`config.mk`:
```
export PLATFORM = sky130hd
export DESIGN_NAME = load_store_unit
export DESIGN_NICKNAME = d
export VERILOG_FILES = /design/src/rtl/load_store_unit_pkg.sv /design/src/rtl/lsu_align.sv /design/src/rtl/load_store_unit.sv
export SDC_FILE = /design/constraint.sdc
export NUM_CORES = 1
export LEC_CHECK = 0
export CORE_MARGIN = 2
export CORE_UTILIZATION = 45
export CTS_BUF_LIST = sky130_fd_sc_hd__clkbuf_16
export DETAILED_ROUTE_END_ITERATION = 10
export DONT_BUFFER_PORTS = 1
export GPL_TIMING_DRIVEN = 1
export PLACE_DENSITY = 0.7
export SLEW_MARGIN = 20
export SYNTH_ARGS = -nofsm -noshare
export SYNTH_HDL_FRONTEND = slang
export SYNTH_HIERARCHICAL = 1
export SYNTH_SLANG_ARGS = --single-unit
```
`constraint.sdc`:
```
create_clock -name clk -period 2.3 [get_ports clk]
set_clock_uncertainty 0.05 [all_clocks]
set_input_delay 0.345 -clock clk [delete_from_list [all_inputs] [get_ports clk]]
set_output_delay 0.345 -clock clk [all_outputs]
set_load 0.01 [all_outputs]
```
`src/rtl/load_store_unit_pkg.sv`:
```
// Shared definitions for the load/store unit: RV32I funct3 codes, FSM state
// encodings and the registered request record.
package load_store_unit_pkg;

    localparam int DATA_W = 32;

    localparam logic [2:0] F3_LB  = 3'b000;
    localparam logic [2:0] F3_LH  = 3'b001;
    localparam logic [2:0] F3_LW  = 3'b010;
    localparam logic [2:0] F3_LBU = 3'b100;
    localparam logic [2:0] F3_LHU = 3'b101;
    localparam logic [2:0] F3_SB  = 3'b000;
    localparam logic [2:0] F3_SH  = 3'b001;
    localparam logic [2:0] F3_SW  = 3'b010;

    localparam logic [1:0] ST_IDLE = 2'd0;
    localparam logic [1:0] ST_MEM  = 2'd1;
    localparam logic [1:0] ST_RESP = 2'd2;

    typedef struct packed {
        logic              store;
        logic [2:0]        funct3;
        logic [DATA_W-1:0] addr;
        logic [DATA_W-1:0] wdata;
        logic [4:0]        rd;
    } lsu_req_t;

    // Unsigned loads exist only for byte and halfword; stores have no unsigned forms.
    function automatic logic funct3_legal(input logic is_store, input logic [2:0] funct3);
        if (is_store)
            return (funct3 == F3_SB) || (funct3 == F3_SH) || (funct3 == F3_SW);
        return (funct3 == F3_LB) || (funct3 == F3_LH) || (funct3 == F3_LW) ||
               (funct3 == F3_LBU) || (funct3 == F3_LHU);
    endfunction

endpackage

```
`src/rtl/lsu_align.sv`:
```
// Byte-lane steering for the load/store unit: store strobes and replication,
// load lane extraction with sign/zero extension, and alignment checking.
module lsu_align
    import load_store_unit_pkg::*;
(
    input  logic [2:0]        funct3,
    input  logic [1:0]        addr_lo,
    input  logic [DATA_W-1:0] wdata,
    input  logic [DATA_W-1:0] rdata,
    output logic [3:0]        wstrb,
    output logic [DATA_W-1:0] wdata_lane,
    output logic [DATA_W-1:0] rdata_ext,
    output logic              misaligned
);

    logic [7:0]  byte_sel;
    logic [15:0] half_sel;

    always_comb begin
        case (addr_lo)
            2'd0:    byte_sel = rdata[7:0];
            2'd1:    byte_sel = rdata[15:8];
            2'd2:    byte_sel = rdata[23:16];
            default: byte_sel = rdata[31:24];
        endcase
        half_sel = addr_lo[1] ? rdata[31:16] : rdata[15:0];
    end

    // funct3[1:0] is the access size, funct3[2] marks an unsigned load.
    always_comb begin
        wstrb      = 4'b1111;
        wdata_lane = wdata;
        rdata_ext  = rdata;
        misaligned = 1'b0;
        case (funct3[1:0])
            2'b00: begin
                wstrb      = 4'b0001 << addr_lo;
                wdata_lane = {4{wdata[7:0]}};
                rdata_ext  = funct3[2] ? {24'b0, byte_sel} : {{24{byte_sel[7]}}, byte_sel};
            end
            2'b01: begin
                wstrb      = 4'b0011 << addr_lo;
                wdata_lane = {2{wdata[15:0]}};
                rdata_ext  = funct3[2] ? {16'b0, half_sel} : {{16{half_sel[15]}}, half_sel};
                misaligned = addr_lo[0];
            end
            default: begin
                misaligned = (addr_lo != 2'b00);
            end
        endcase
    end

endmodule

```
`src/rtl/load_store_unit.sv`:
```
// Execute-stage load/store unit: accepts one RV32I access at a time, runs it over
// a single-word memory handshake and returns extended load data or a fault.
module load_store_unit
    import load_store_unit_pkg::*;
#(
    parameter int XLEN = 32
) (
    input  logic            clk,
    input  logic            reset_n,
    input  logic            req_valid,
    output logic            req_ready,
    input  logic            req_store,
    input  logic [2:0]      req_funct3,
    input  logic [XLEN-1:0] req_addr,
    input  logic [XLEN-1:0] req_wdata,
    input  logic [4:0]      req_rd,
    output logic            mem_req,
    output logic            mem_we,
    output logic [XLEN-1:0] mem_addr,
    output logic [XLEN-1:0] mem_wdata,
    output logic [3:0]      mem_wstrb,
    input  logic            mem_ack,
    input  logic [XLEN-1:0] mem_rdata,
    output logic            resp_valid,
    output logic            resp_we,
    output logic [4:0]      resp_rd,
    output logic [XLEN-1:0] resp_data,
    output logic            resp_fault
);

    logic [1:0]        state;
    lsu_req_t          req_q;
    logic [XLEN-1:0]   data_q;
    logic              fault_q;

    logic              in_idle;
    logic              req_fault;
    logic [2:0]        align_funct3;
    logic [1:0]        align_addr_lo;
    logic [3:0]        lane_wstrb;
    logic [XLEN-1:0]   lane_wdata;
    logic [XLEN-1:0]   lane_rdata;
    logic              lane_misaligned;

    assign in_idle = (state == ST_IDLE);

    // While idle the aligner vets the incoming request; afterwards it works on the held one.
    assign align_funct3  = in_idle ? req_funct3    : req_q.funct3;
    assign align_addr_lo = in_idle ? req_addr[1:0] : req_q.addr[1:0];

    lsu_align u_align (
        .funct3     (align_funct3),
        .addr_lo    (align_addr_lo),
        .wdata      (req_q.wdata),
        .rdata      (mem_rdata),
        .wstrb      (lane_wstrb),
        .wdata_lane (lane_wdata),
        .rdata_ext  (lane_rdata),
        .misaligned (lane_misaligned)
    );

    assign req_fault = lane_misaligned || !funct3_legal(req_store, req_funct3);

    always_ff @(posedge clk) begin
        if (!reset_n) begin
            state   <= ST_IDLE;
            req_q   <= '0;
            data_q  <= '0;
            fault_q <= 1'b0;
        end else begin
            case (state)
                ST_IDLE: begin
                    if (req_valid) begin
                        req_q   <= '{store: req_store, funct3: req_funct3, addr: req_addr,
                                     wdata: req_wdata, rd: req_rd};
                        data_q  <= '0;
                        fault_q <= req_fault;
                        state   <= req_fault ? ST_RESP : ST_MEM;
                    end
                end
                ST_MEM: begin
                    if (mem_ack) begin
                        data_q <= req_q.store ? '0 : lane_rdata;
                        state  <= ST_RESP;
                    end
                end
                ST_RESP: state <= ST_IDLE;
                default: state <= ST_IDLE;
            endcase
        end
    end

    // Every output is qualified by state so a reset clears them all on the next cycle.
    always_comb begin
        req_ready  = in_idle;
        mem_req    = (state == ST_MEM);
        mem_we     = 1'b0;
        mem_addr   = '0;
        mem_wdata  = '0;
        mem_wstrb  = 4'b0000;
        resp_valid = (state == ST_RESP);
        resp_we    = 1'b0;
        resp_rd    = 5'd0;
        resp_data  = '0;
        resp_fault = 1'b0;
        if (mem_req) begin
            mem_addr = {req_q.addr[XLEN-1:2], 2'b00};
            if (req_q.store) begin
                mem_we    = 1'b1;
                mem_wdata = lane_wdata;
                mem_wstrb = lane_wstrb;
            end
        end
        if (resp_valid) begin
            resp_we    = !req_q.store && !fault_q;
            resp_rd    = req_q.rd;
            resp_data  = data_q;
            resp_fault = fault_q;
        end
    end

endmodule

```
# Yosys cells after proc, flatten, opt, wreduce, memory -nomap -nowiden

Index checks and enable logic that the tools add are counted.

Flip-flop bits (word level): 108
Input bits: 109

Equality and inequality tests: 11
Shifts and indexed selects: 2
Mux-type cells: 32
Reduce and logical (&&, ||, !) cells: 18

Operator list:

| operator                                                              | count |
|---|---|
| 32-bit two-way mux                                                    | 9 |
| 32-bit one-hot mux with 2 select lines                                | 3 |
| 8-bit one-hot mux with 3 select lines                                 | 1 |
| 16-bit two-way mux                                                    | 1 |
| 2-bit two-way mux                                                     | 4 |
| 4-bit two-way mux                                                     | 2 |
| 4-bit one-hot mux with 2 select lines                                 | 1 |
| 1-bit two-way mux                                                     | 7 |
| 2-bit by 1-bit equality test with 1-bit output, second input constant | 3 |
| 3-bit equality test, second input constant                            | 2 |
| 2-bit zero test                                                       | 3 |
| 1-bit logical OR                                                      | 5 |
| 5-bit two-way mux                                                     | 1 |
| 2-bit equality test, second input constant                            | 2 |
| 2-bit one-hot mux with 2 select lines                                 | 1 |
| 2-bit AND reduction                                                   | 2 |
| 2-bit nonzero test                                                    | 2 |
| 1-bit by 2-bit << shifter with 4-bit output, first input constant     | 1 |
| 2-bit by 2-bit << shifter with 4-bit output, first input constant     | 1 |
| 3-bit by 1-bit equality test with 1-bit output, second input constant | 1 |
| 3-bit by 2-bit equality test with 1-bit output, second input constant | 1 |
| 1-bit zero test                                                       | 3 |
| 3-bit zero test                                                       | 1 |
| 3-bit two-way mux                                                     | 1 |
| other kinds (5)                                                       | 5 |

# Longest topological paths before layout

Word-level depth: 11
Gate-level depth with buffers: 11
Depth with buffers taken out: 8

# By module

Netlist, hierarchy kept.

Modules (own cells, without submodules):

| module          | instances | cells each | area each (um^2) | seq. area each (um^2) |
|---|---|---|---|---|
| load_store_unit | 1         | 606        | 5099.9           | 2162.1 |
| lsu_align       | 1         | 189        | 1283.7           | 0.0 |

# Worst setup path before layout

OpenSTA, ideal clock, no wires.

Kind: reg2out
Start point: register state[1]
End point: output port mem_wdata[10]
Arrival time: 2.146 ns
Setup slack: -0.241 ns
Cell stages (with the launch flop): 9
Path through: dfxtp_1 buf_6 nor2_2 mux2_2 buf_6 nor2_1 buf_4 mux2_2 and3_1

Cells in the longest elaborated chain, start to end: 6

Ends and longest elaborated chain:

| element                                                                           | RTL line               | RTL |
|---|---|---|
| start: declaration                                                                | load_store_unit.sv:31  | `logic [1:0] state;` |
| start signal: assignment                                                          | load_store_unit.sv:78  | `state <= req_fault ? ST_RESP : ST_MEM;` |
| 2-bit zero test (*)                                                               | load_store_unit.sv:45  | `assign in_idle = (state == ST_IDLE);` |
| named net req_ready                                                               | load_store_unit.sv:11  | `output logic req_ready,` |
| 3-bit two-way mux (*)                                                             | load_store_unit.sv:48  | `assign align_funct3 = in_idle ? req_funct3 : req_q.funct3;` |
| named net align_funct3[0]                                                         | load_store_unit.sv:38  | `logic [2:0] align_funct3;` |
| 2-bit by 1-bit equality test with 1-bit output or 2-bit zero test (tied branches) | lsu_align.sv:35        | `case (funct3[1:0])` |
| 32-bit one-hot mux with 2 select lines (*)                                        | lsu_align.sv:35        |  |
| named net lane_wdata[10]                                                          | load_store_unit.sv:41  | `logic [XLEN-1:0] lane_wdata;` |
| 32-bit two-way mux (*)                                                            | load_store_unit.sv:108 | `if (req_q.store) begin` |
| 32-bit two-way mux (*)                                                            | load_store_unit.sv:106 | `if (mem_req) begin` |
| end: declaration                                                                  | load_store_unit.sv:20  | `output logic [XLEN-1:0] mem_wdata,` |

The timed path passes the listed nets; every way through them passes the cells marked *.

# Worst setup path after layout

Start point: register state[0]
End point: output port mem_wdata[14]

Cells in the longest elaborated chain, start to end: 6

Ends and longest elaborated chain:

| element                                                                           | RTL line |
|---|---|
| 2-bit zero test (*)                                                               | load_store_unit.sv:45 |
| 3-bit two-way mux (*)                                                             | load_store_unit.sv:48 |
| named net align_funct3[0]                                                         | load_store_unit.sv:38 |
| 2-bit by 1-bit equality test with 1-bit output or 2-bit zero test (tied branches) | lsu_align.sv:35 |
| 32-bit one-hot mux with 2 select lines (*)                                        | lsu_align.sv:35 |
| named net lane_wdata[14]                                                          | load_store_unit.sv:41 |
| 32-bit two-way mux (*)                                                            | load_store_unit.sv:108 |
| 32-bit two-way mux (*)                                                            | load_store_unit.sv:106 |

Marks and branches as above.

==> summary by stage <==
Global routing
The initial antenna violation count is 0. The largest net degree at the start of global routing is 74. In the global route stage, overall resource usage came out at 0.222.

The first global-routing pass estimated 26.1 mm of wire. The total congestion overflow after global routing is 0. The number of global-route vias before repair is 4,922.

Logic synthesis
The warning count from the yosys run is 6. Counting flops with a built-in enable in the synthesized netlist gives 0. The sequential share of the synthesized area is 0.339. After technology mapping, the gate count stands at 795. The post-synthesis sequential element count is 108. The fraction of synthesized cell area taken by the top area cell type is 0.339.

For this run, asynchronously set or reset flops after synthesis account for 0. The number of distinct library cells after synthesis is 48. In this run the cell area of the synthesized design comes to 6380 µm². The commonest register cell after synthesis is sky130_fd_sc_hd__dfxtp_1. Counting instances in the post-synthesis netlist gives the leading cell types as sky130_fd_sc_hd__nand2_1 (222), sky130_fd_sc_hd__dfxtp_1 (108), sky130_fd_sc_hd__and2_1 (69).

By area the synthesized netlist is led by sky130_fd_sc_hd__dfxtp_1 (34%), sky130_fd_sc_hd__nand2_1 (13%), sky130_fd_sc_hd__mux2i_1 (7.4%). The average size of a mapped cell is 8.03 µm². The most common cell in the synthesized netlist is sky130_fd_sc_hd__nand2_1.

The most area-hungry cell type in the Yosys netlist is sky130_fd_sc_hd__dfxtp_1.

STA
The worst setup margin is -0.111 ns. The max-slew violation count is 0. The worst slew margin relative to its limit is 0.529. After layout, the minimum clock period comes to 2.41 ns. The total count of hold-check failures in the final report is 0. The share of the clock period used by the worst path after layout is 1.05. Setup violations remaining at the end of the flow were counted as 19. The transition time at the pin with the least slew margin is 0.705 ns. Setup repair after global routing could not meet its margin everywhere. The maximum operating frequency is 0.415 GHz.

Die
The die footprint is 15,200 µm². The die span in y is 123 µm. The die is 123 µm wide. The initialized floorplan defines 43 standard-cell rows. The number of I/O pins is 220. The floorplan core area is 13,900 µm². For this configuration, the core starts out at a cell density of 0.460.

Placed design
The congestion estimate from routability-driven global placement came to 0.826. Timing analysis after detailed placement gives a worst setup slack of -0.0870 ns. After detailed placement, the total cell area comes to 6290 µm². Detailed placement finished with a half-perimeter wire length of 11.6 mm. Port buffering added 0 buffers.

Run
Max-cap violations in this run came to 0.

Pwr
After layout, the design draws a total of 4.83 mW. Power spread over the standard cell area amounts to 708 nW/µm². VDD sags by at most 0.466 mV.

In this run the static leakage power is 2.74 nW.

Setup path
Setup slack on the worst reg-to-reg path comes out at 0.02 ns. The worst setup path is captured at a primary output. In this run the worst path has a maximum fanout of 9. The path type of the worst setup path is register to primary output. The nature of the critical path startpoint is a register. For the worst setup path, the data arrival time is 2.02 ns. The number of cells on the worst reg-to-reg path is 10.

At the worst endpoint, the required time is 1.90 ns.

Routing
The length of the first detailed-routing pass in iterations is 4. The detailed-route via count is 5,051. For this block, the initial DRC count from the detailed router was 371. The remaining routing DRC violations is 0. The number of routed nets with antenna violations is 0.

The routed wire length is 16.9 mm. In the final routed layout, each cell accounts on average for 17.9 µm. Dividing the detail-routed via count by the number of cells gives 5.34.

Min path
The count of cells along the worst hold path is 2. The path type of the worst min-delay path is input port to register.

Outcome
The checks that failed: negative setup slack. The flow ran to the end, but the final reports show violations.

Cells and area
Relative to the synthesized area, the layout overhead comes to 7.02%. With fillers left out, the area of the finished cells amounts to 6830 µm². The number of fill cells is 1,376. At the end of the flow, the number of nets in the layout was 870. The diode insertion count for antenna repair is 0. In the final layout, the share of cells above drive strength 1 is 0.255.

Clock tree
The number of buffers inserted during clock tree synthesis is 9. The insertion delay to the later sink of the worst-skew pair is 0.36 ns. The cell chosen for the clock root is sky130_fd_sc_hd__clkbuf_16. Clock-pin slew was measured on the worst setup and hold paths at 0.08 ns. CTS saw 108 sinks.

The TritonCTS clock tree is yes. The maximum level of the CTS H-tree is 3. The number of buffers inserted by hold repair at cts is 0. Counting along the longest clock path gives a buffer depth of 2.
==> stage by stage <==
| stage | cells | hold WS, ns | setup TNS, ns | utilization |
|---|---|---|---|---|
| after floorplan | 796 | 0.380 | 0 | - |
| after global placement | 919 | 0.388 | -0.600 | 0.451 |
| after detailed placement | 920 | 0.391 | -0.862 | 0.453 |
| after CTS | 943 | 0.0412 | -2.50 | 0.487 |
| after global routing | 946 | 0.0448 | -3.31 | 0.492 |
| final | 946 | 0.0572 | -1.02 | 0.492 |
==> cell type report <==
class                           instances  area [µm²]  area share
Multi-Input combinational cell        605        3790       0.555
Sequential cell                       108        2160       0.317
Timing Repair Buffer                   31         319      0.0467
Clock buffer                            9         225      0.0330
Tap cell                              180         225      0.0330
Clock inverter                          7        82.6      0.0121
Inverter                                6        23.8     0.00348
==> registers in the layout, indices dropped and copies added (netlist names) <==
name	count
state	2
req_q	73
fault_q	1
data_q	32
==> layer usage <==
metal  GRT usage  vias to the layer above  wire, µm
li1            -                     2523         -
met1       0.269                     2312      6960
met2       0.351                      187      7810
met3      0.0927                       29      1680
met4      0.0817                        0       490
met5           0                        -         0
==> power breakdown <==
part / internal (mW) / switching (mW) / leakage, nW
sequential: 1.98 / 0.0777 / 0.884
clock: 0.865 / 0.775 / 0.150
combinational: 0.472 / 0.663 / 1.71
==> kinds of logic (layout without fill, tap and decap cells) <==
| kind of cell | after synthesis | count (layout) | share of synthesized area |
|---|---|---|---|
| AND/OR/NAND/NOR | 408 | 408 | 0.315 |
| AO/OA/AOI/OAI | 124 | 124 | 0.137 |
| flip-flops | 108 | 108 | 0.339 |
| buffers and inverters | 84 | 53 | 0.0907 |
| multiplexers | 70 | 71 | 0.118 |
| other | 1 | 2 | 0.000587 |
==> cells in the final DEF, fill, tap and decap left out, types with 5 or more instances in the layout <==
cell	count
sky130_fd_sc_hd__buf_12	5
sky130_fd_sc_hd__buf_4	24
sky130_fd_sc_hd__nand2_1	222
sky130_fd_sc_hd__a21oi_1	39
sky130_fd_sc_hd__mux2i_1	46
sky130_fd_sc_hd__and3_4	14
sky130_fd_sc_hd__clkbuf_16	9
sky130_fd_sc_hd__mux2_2	15
sky130_fd_sc_hd__a221o_1	8
sky130_fd_sc_hd__mux2_4	7
sky130_fd_sc_hd__o21ai_1	7
sky130_fd_sc_hd__nand2b_1	6
sky130_fd_sc_hd__o21ai_0	15
sky130_fd_sc_hd__a21oi_2	38
sky130_fd_sc_hd__and2_1	69
sky130_fd_sc_hd__and3_1	22
sky130_fd_sc_hd__nor2_1	7
sky130_fd_sc_hd__nand2_2	50
sky130_fd_sc_hd__dfxtp_1	106
==> path summary, 6_finish.rpt <==
check / startpoint / end
worst min register to register: req_q[23] / req_q[23]
worst min-delay path: req_wdata[29] / req_q[34]
worst max-delay path: state[0] / mem_wdata[14]
worst max register to register: state[0] / data_q[9]
==> timing repair <==
item / 4_1_cts / 5_1_grt
endpoints found under the setup margin: 52 / 38
cloned: 1 / 0
buffers inserted: 6 / 3
gates resized for setup: 25 / 16
pin swaps: 3 / 1
==> worst max-delay path: stages, from the launching register on <==
cell and delay (ns):
sky130_fd_sc_hd__dfxtp_2 0.34, sky130_fd_sc_hd__nor2_4 0.16, sky130_fd_sc_hd__mux2_4 0.35, sky130_fd_sc_hd__nor2_4 0.14
sky130_fd_sc_hd__buf_12 0.14, sky130_fd_sc_hd__mux2_2 0.34, sky130_fd_sc_hd__and3_4 0.18
No activity file was read; power rests on OpenSTA's default activity.
